`config.mk`:
```
export PLATFORM = sky130hd
export DESIGN_NAME = reg_file
export DESIGN_NICKNAME = d
export VERILOG_FILES = /design/src/rtl/reg_file.sv
export SDC_FILE = /design/constraint.sdc
export NUM_CORES = 2
export LEC_CHECK = 0
export ABC_AREA = 1
export BUFFER_PORTS_ARGS = -buffer_cell sky130_fd_sc_hd__buf_4
export CORE_MARGIN = 10
export CORE_UTILIZATION = 35
export CTS_CLUSTER_SIZE = 14
export DETAILED_ROUTE_END_ITERATION = 16
export PLACE_DENSITY = 0.56
export SKIP_LAST_GASP = 1
export SLEW_MARGIN = 25
export SYNTH_ARGS = -nofsm -noshare
export SYNTH_HDL_FRONTEND = slang
export SYNTH_SLANG_ARGS = --single-unit
```
`constraint.sdc`:
```
create_clock -name clk -period 46.6 [get_ports clk]
set_input_delay 9.32 -clock clk [delete_from_list [all_inputs] [get_ports clk]]
set_output_delay 9.32 -clock clk [all_outputs]
set_load 0.01 [all_outputs]
```
`src/rtl/reg_file.sv`:
```
// ---------------------------------------------------------------------------
// reg_file
//
// Architectural register file with per-register rename tags for the
// out-of-order RISC-V core.
//
// Each architectural register x1..x31 holds a committed 32-bit value and a
// rename tag naming the ROB entry that will produce its next value. A tag
// is {1'b1, rob index} when a producer is in flight; all-zero means the
// value is final. x0 is hard-wired: never written, never tagged.
//
// Update rules, all gated by rdy, taking effect at the rising clock edge:
//   - commit : val[rd] takes the committed value; the tag is freed only if
//              it still names the committing entry (otherwise a younger
//              producer owns the register).
//   - issue  : tag[rd] takes the new tag. Beats a same-cycle tag free.
//   - clr    : rollback. Every tag is freed and any issue is dropped.
//              A same-cycle commit still writes its value.
//
// Read ports are combinational and see the state from before this cycle's
// issue, so a renamed instruction resolves its sources against the old
// mapping. A commit that frees a queried register is bypassed straight to
// the reader so the freed ROB slot never escapes as a tag.
//
// Ports
//   clk                    in   core clock, rising edge
//   rst                    in   asynchronous active-high reset
//   rdy                    in   global enable; low freezes all state
//   clr                    in   rollback: clear every tag
//   issue_to_reg_enable    in   an instruction is renamed this cycle
//   issue_to_reg_rd        in   its destination register
//   issue_to_reg_rob_pos   in   its tag {1'b1, rob index}
//   rob_to_reg_enable      in   a commit writes a register this cycle
//   rob_to_reg_rd          in   committed destination register
//   rob_to_reg_val         in   committed value
//   commit_rob_pos         in   tag of the committing entry (0 if none)
//   dc_to_reg_rs1_pos      in   decoder source register 1
//   dc_to_reg_rs2_pos      in   decoder source register 2
//   reg_to_dc_rs1_val      out  value for rs1
//   reg_to_dc_rs2_val      out  value for rs2
//   reg_to_dc_rs1_rob_pos  out  producing tag for rs1, 0 if value is final
//   reg_to_dc_rs2_rob_pos  out  producing tag for rs2, 0 if value is final
// ---------------------------------------------------------------------------
module reg_file #(
    parameter int ROB_POS_WIDTH = 4
) (
    input  logic                     clk,
    input  logic                     rst,
    input  logic                     rdy,
    input  logic                     clr,

    input  logic                     issue_to_reg_enable,
    input  logic [4:0]               issue_to_reg_rd,
    input  logic [ROB_POS_WIDTH:0]   issue_to_reg_rob_pos,

    input  logic                     rob_to_reg_enable,
    input  logic [4:0]               rob_to_reg_rd,
    input  logic [31:0]              rob_to_reg_val,
    input  logic [ROB_POS_WIDTH:0]   commit_rob_pos,

    input  logic [4:0]               dc_to_reg_rs1_pos,
    input  logic [4:0]               dc_to_reg_rs2_pos,
    output logic [31:0]              reg_to_dc_rs1_val,
    output logic [31:0]              reg_to_dc_rs2_val,
    output logic [ROB_POS_WIDTH:0]   reg_to_dc_rs1_rob_pos,
    output logic [ROB_POS_WIDTH:0]   reg_to_dc_rs2_rob_pos
);

    localparam int TAG_W    = ROB_POS_WIDTH + 1;
    localparam int NUM_REGS = 32;

    logic [31:0]      val [NUM_REGS];
    logic [TAG_W-1:0] tag [NUM_REGS];

    // One-hot write selects. x0 is excluded here so it can never be
    // written or tagged, and issue is masked by rollback.
    logic [NUM_REGS-1:0] commit_sel;
    logic [NUM_REGS-1:0] issue_sel;

    always_comb begin
        // NOTE: every variable gets a default before any condition, so no
        // path through the block leaves it unassigned and no latch forms.
        commit_sel = '0;
        issue_sel  = '0;
        if (rob_to_reg_enable && rob_to_reg_rd != 5'd0)
            commit_sel[rob_to_reg_rd] = 1'b1;
        if (issue_to_reg_enable && !clr && issue_to_reg_rd != 5'd0)
            issue_sel[issue_to_reg_rd] = 1'b1;
    end

    always_ff @(posedge clk or posedge rst) begin
        if (rst) begin
            // NOTE: the arrays are reset element by element because reads
            // must return 0/0 for every register straight out of reset; this
            // keeps them in flops rather than a RAM macro, which has no reset.
            for (int i = 0; i < NUM_REGS; i++) begin
                val[i] <= '0;
                tag[i] <= '0;
            end
        end else if (rdy) begin
            // Entry 0 is left out of the update loop: it keeps its reset
            // value forever.
            for (int i = 1; i < NUM_REGS; i++) begin
                // NOTE: non-blocking assignments, so every comparison below
                // (tag[i] == commit_rob_pos) sees the pre-edge state.
                if (commit_sel[i])
                    val[i] <= rob_to_reg_val;

                // Priority: new rename > rollback > freeing by commit.
                if (issue_sel[i])
                    tag[i] <= issue_to_reg_rob_pos;
                else if (clr)
                    tag[i] <= '0;
                else if (commit_sel[i] && tag[i] == commit_rob_pos)
                    tag[i] <= '0;
            end
        end
    end

    // Two identical read ports. Each returns the stored value/tag, unless
    // the register is being committed right now by the entry it waits on,
    // in which case the committed value is forwarded with a cleared tag.
    for (genvar p = 0; p < 2; p++) begin : g_read
        logic [4:0]       pos;
        logic             bypass;
        logic [31:0]      rd_val;
        logic [TAG_W-1:0] rd_tag;

        assign pos = (p == 0) ? dc_to_reg_rs1_pos : dc_to_reg_rs2_pos;

        assign bypass = rob_to_reg_enable
                     && rob_to_reg_rd == pos
                     && tag[pos] == commit_rob_pos;

        always_comb begin
            rd_val = '0;
            rd_tag = '0;
            if (pos != 5'd0) begin
                if (bypass) begin
                    rd_val = rob_to_reg_val;
                end else begin
                    rd_val = val[pos];
                    rd_tag = tag[pos];
                end
            end
        end
    end

    assign reg_to_dc_rs1_val     = g_read[0].rd_val;
    assign reg_to_dc_rs1_rob_pos = g_read[0].rd_tag;
    assign reg_to_dc_rs2_val     = g_read[1].rd_val;
    assign reg_to_dc_rs2_rob_pos = g_read[1].rd_tag;

endmodule

```
# Yosys cells after proc, flatten, opt, wreduce, memory -nomap -nowiden
# Cells that the tools add are included.
# word_totals
output_inout_bits	74
reg_bits	1147
inputBits	68
word_cells	362
# classes
order_cmp	6
bitwise	2
n_eq_ne	35
mux	119
n_reduce_logical	138
# op_table
op	n
5-bit two-way mux	101
32-bit binary-select mux with 5-bit select	2
32-bit two-way mux	10
5-bit == test	35
2-bit AND reduction	62
3-bit nonzero test	31
5-bit binary-select mux with 5-bit select	2
1-bit logical AND	40
5-bit nonzero test	4
6-bit >= comparator, second input constant	2
5-bit by 6-bit < comparator with 1-bit output, second input constant	2
5-bit inverter with 6-bit output	2
1-bit demux with 5-bit select	2
5-bit by 1-bit >= comparator with 1-bit output, second input constant	2
1-bit two-way mux	2
1-bit logical NOT	1

# Longest topological paths before layout
# logic_depth
word_depth	9
mapped_depth	19
mapped_depth_nobuf	17

# Worst setup path before layout
# Ideal clock, no wire load.
# synth_timing
path_type	in2out
startpoint	input port dc_to_reg_rs2_pos[0]
endpoint	output port reg_to_dc_rs2_val[27]
required_time_ns	37.280
arrival_time_ns	11.024
cell_stages	15
setup_slack_ns	26.256
path_buffers	4
cell_sequence	buf_6 > buf_6 > buf_6 > o211ai_1 > nand3_1 > nand3_1 > nand3_1 > nand3_1 > nand2_2 > nor2_8 > nand3_4 > buf_4 > nand2_1 > nand2_1 > nor2_1
# synth_between
elab_chain_cells	8
word_cells_on_any_way	14
classes_between	2 x eq/ne; 8 x mux; 1 x bitwise; 3 x reduce/logical
# synth_lines
item	line_no	source
start: declaration	62	input logic [4:0] dc_to_reg_rs2_pos,
5-bit inverter with 6-bit output (not written as such)	133, 142	
5-bit binary-select mux with 5-bit select	133	&& tag[pos] == commit_rob_pos;
5-bit two-way mux (not written as such) (2 in series)	133	
5-bit == test	133	
1-bit logical AND	133	
32-bit two-way mux	139	if (bypass) begin
32-bit two-way mux *	138	if (pos != 5'd0) begin
end: declaration	64	output logic [31:0] reg_to_dc_rs2_val,
# Every way passes the cells marked *; elsewhere a longest branch is shown, timed or not. The select of a mux whose other input is x is not followed.

# Worst setup path after layout
# layout_timing
startpoint	input port dc_to_reg_rs2_pos[0]
endpoint	output port reg_to_dc_rs2_rob_pos[4]
# layout_between
elab_chain_cells	8
word_cells_on_any_way	11
classes_between	2 x eq/ne; 5 x mux; 1 x bitwise; 3 x reduce/logical
# layout_lines
item	line_no	source
5-bit inverter with 6-bit output (not written as such)	133, 143	
5-bit binary-select mux with 5-bit select	133, 143	
5-bit two-way mux (not written as such) (2 in series)	133, 143	
5-bit == test	133	
1-bit logical AND	133	
5-bit two-way mux	139	
5-bit two-way mux *	138	
end: declaration	66	output logic [ROB_POS_WIDTH:0] reg_to_dc_rs2_rob_pos
# Marked as above.

==> impl_metrics.yaml <==
outcome:
  run_status: "completed"
pwr:
  gate_power_share: 0.170
  clockPowerShare: 0.396
  power.static_leakage_nw: 31.7
  p_per_area_nw_per_um2: 37.8
  power.ir.vdd_worst_mv: 0.0329
  report.power.total_mw: 2.76
  sw_frac_of_total: 0.314
  seqPwrFrac: 0.434
  power.switching_mw: 0.866
  cell_internal_power_mw: 1.89
final_layout:
  flip_flop_and_latch_area_um2: 28700
  flow.area_growth_from_synthesis_pct: 10.2
  finish.instance_area_um2: 72900
  design.final.nets: 8701
  final_cell_mix: "sky130_fd_sc_hd__nand2_1, sky130_fd_sc_hd__o21ai_0, sky130_fd_sc_hd__dfrtp_1"
  multi_input_comb_area_um2: 32700
  post_layout_nonfiller_instances: 11200
  post-route-util: 0.388
  layout-drive-gt1-share: 0.0706
  n_fill_cell: 19600
  layout.cells.most_common: "sky130_fd_sc_hd__nand2_1"
placement:
  detailedPlace.worstSlack_ns: 22.40
  globalplace.congestion: 0.972
  place_hpwl_mm: 162
  port_buffers: 141
  place.detailed.instances: 11000
  placed_cell_area_um2: 68200
clock_network:
  clk_pin_slew_worst_paths_ns: 0.06
  ctsHtreeMaxLevel: 4
  post-cts-setup-buffer-count: 0
  worstSkewPairLatency_ns: 0.78
  clock_tree_from_tritoncts: "yes"
  cts_hold_repair.buffers: 0
  cts_root_cell: "sky130_fd_sc_hd__clkbuf_16"
  max-clock-path-buffers: 3
  post_cts_resize_count: 0
  clock_sinks: 1147
  total_cts_buffers: 133
logic_synthesis:
  ys_types: 55
  ys.warnings.count: 37
  yosysSeqAreaShare: 0.434
  syn-mean-instance-area_um2: 7.30
  postSynthNetCount: 9126
  ys_async_sr_fraction: 1.00
  synth-seq-cells: 1147
  synth_cells: 9058
  synth_edf_count: 0
  synthesized_cell_area_um2: 66200
  synth-main-ff-cell: "sky130_fd_sc_hd__dfrtp_1"
timing:
  hold_slack_ns: 0.482
  finalCritPeriodShare: 0.522
  tightest_slew_ns: 1.22
  max_freq_mhz: 41.1
  report.final.slew_viol_count: 0
  timing.max_slew.rel_slack: 0.187
  setup-violations-final: 0
  rsz_0062_raised_after_global_routing: "false"
  fin_tns_setup_ns: 0
  timing_hold_violations_final: 0
  layout_setup_ws_ns: 22.27
  timing.clock.skew_ns: 0.0109
  min_period_ns: 24.33
setup_path:
  worst_ep_arrival_time_ns: 15.01
  cp_data_required_time_ns: 37.28
  worstSetupPathType: "input port to output port"
  crit_chain: "buf_8, inv_16, buf_12, buf_4, nand2_1, nand3_1, nand3_1, nand3_1, nand3_1, nand3_1, nand2_1, nor2_4, nand3_4, nand3_1, inv_1, buf_4"
  max_stage_delay_ns: 0.84
  startpoint_type: "input port"
  worst-path-buf-inv: 6
  worst_setup_path_end_kind: "output port"
  critical_path.max_fanout: 168
  setup.reg_to_reg.worst_slack_ns: 44.85
  cpMostUsedCell: "sky130_fd_sc_hd__nand3_1"
  master_of_the_slowest_instance_on_the_critical_path: "sky130_fd_sc_hd__nand3_4"
  critical-path-top-delay-family: "simple AND/OR/NAND/NOR gates"
routing:
  routed-via-count: 68400
  first_iter_violations: 10600
  drt_drc_violations_left: 0
  route.detailed.wl_per_inst_um: 26.7
  drt_pre_antenna_iters: 10
  route.antenna.remaining_nets: 0
  vias_per_cell: 6.09
  drt_wl_total_mm: 300
floorplan:
  die-width_um: 455
  area_of_the_core_um2: 188000
  die_height_um: 455
  initial_core_util: 0.352
  placement_rows: 159
  die_area_um2: 207000
  count_of_pins_on_the_block_boundary: 142
hold_path:
  timing.hold.worst.class: "flip-flop to flip-flop"
global_route:
  grt_overflow_total: 0
  overall_track_demand_over_capacity_in_global_routing: 0.280
  grt_first_pass_wirelength_mm: 437
  antenna_found_initial: 9
  largest_net_degree_at_the_start_of_global_routing: 228
  first_global_vias: 63000
flow_run:
  max_capacitance_violation_count: 0
## sequential cells by signal, summed over array words and instances (netlist names)
name,flops
tag,155
val,992
## layout make-up
cell class                      instances  share of cell area
Clock inverter                         39             0.00561
Tap cell                             2495              0.0428
Clock buffer                          201              0.0559
Sequential cell                      1147               0.394
Multi-Input combinational cell       6660               0.448
Inverter                              429              0.0230
Timing Repair Buffer                  262              0.0309
Antenna cell                            7            0.000240
## synth_stat cells, types with 5 or more instances
cell type	number	share of area
sky130_fd_sc_hd__a2111o_1	8	0.0014
sky130_fd_sc_hd__a211oi_1	18	0.0020
sky130_fd_sc_hd__a21oi_1	618	0.047
sky130_fd_sc_hd__a21oi_2	14	0.0019
sky130_fd_sc_hd__a221o_1	15	0.0023
sky130_fd_sc_hd__a221oi_1	9	0.0012
sky130_fd_sc_hd__a22oi_1	31	0.0035
sky130_fd_sc_hd__a31o_2	28	0.0037
sky130_fd_sc_hd__and2_1	18	0.0017
sky130_fd_sc_hd__buf_1	74	0.0042
sky130_fd_sc_hd__buf_2	177	0.013
sky130_fd_sc_hd__buf_4	29	0.0033
sky130_fd_sc_hd__buf_6	11	0.0019
sky130_fd_sc_hd__clkbuf_1	531	0.030
sky130_fd_sc_hd__dfrtp_1	1147	0.43
sky130_fd_sc_hd__inv_1	415	0.024
sky130_fd_sc_hd__inv_2	10	0.00057
sky130_fd_sc_hd__nand2_1	2578	0.15
sky130_fd_sc_hd__nand2_2	11	0.0010
sky130_fd_sc_hd__nand3_1	919	0.070
sky130_fd_sc_hd__nand4_1	39	0.0037
sky130_fd_sc_hd__nor2_1	277	0.016
sky130_fd_sc_hd__nor3_1	23	0.0017
sky130_fd_sc_hd__nor4_1	12	0.0011
sky130_fd_sc_hd__o2111ai_1	45	0.0060
sky130_fd_sc_hd__o211ai_1	154	0.017
sky130_fd_sc_hd__o211ai_2	7	0.0013
sky130_fd_sc_hd__o21ai_0	1417	0.11
sky130_fd_sc_hd__o21ai_1	5	0.00038
sky130_fd_sc_hd__o221ai_1	196	0.026
sky130_fd_sc_hd__o22ai_1	12	0.0011
sky130_fd_sc_hd__o311ai_0	10	0.0013
sky130_fd_sc_hd__o31ai_1	67	0.0076
sky130_fd_sc_hd__or2_2	8	0.00076
sky130_fd_sc_hd__xnor2_1	19	0.0025
sky130_fd_sc_hd__xor2_1	70	0.0093
## kinds of logic after synthesis
kind of cell,synth area share
simple gates,0.245
buf+inv,0.0773
xor+xnor,0.0118
flops,0.434
compound gates,0.232
## worst min-delay path: stages (launching register included)
cell                      delay, ns
sky130_fd_sc_hd__dfrtp_1       0.34
sky130_fd_sc_hd__nand2_1       0.05
sky130_fd_sc_hd__o21ai_0       0.06
## metal layers
layer / share of wire / vias to the layer above / track usage
met4: 0.049 / 10 / 0.131
li1: - / 30000 / -
met3: 0.12 / 801 / 0.0708
met1: 0.41 / 33300 / 0.384
met5: 0.00021 / - / 0
met2: 0.42 / 4344 / 0.411
## final timing paths
| check | startpoint | to | depth (start not counted) |
|---|---|---|---|
| max in group asynchronous | rst | tag[25] | 6 |
| hold reg to reg | val[809] | val[809] | 2 |
| setup reg to reg | tag[153] | tag[152] | 7 |
| setup / recovery | dc_to_reg_rs2_pos[0] | reg_to_dc_rs2_rob_pos[4] | 16 |
| min in group asynchronous | rst | val[462] | 2 |
| hold / removal | val[809] | val[809] | 2 |
## power by group through the flow
stage / clock [mW] / sequential, mW / combinational (mW)
3_3_place_gp: 0 / 1.21 / 0.450
2_1_floorplan: 0 / 1.19 / 0.313
5_1_grt: 1.14 / 1.21 / 0.518
6_report: 1.09 / 1.20 / 0.468
4_1_cts: 1.10 / 1.19 / 0.458
3_5_place_dp: 0 / 1.21 / 0.457
(Power assumes the default switching activity.)
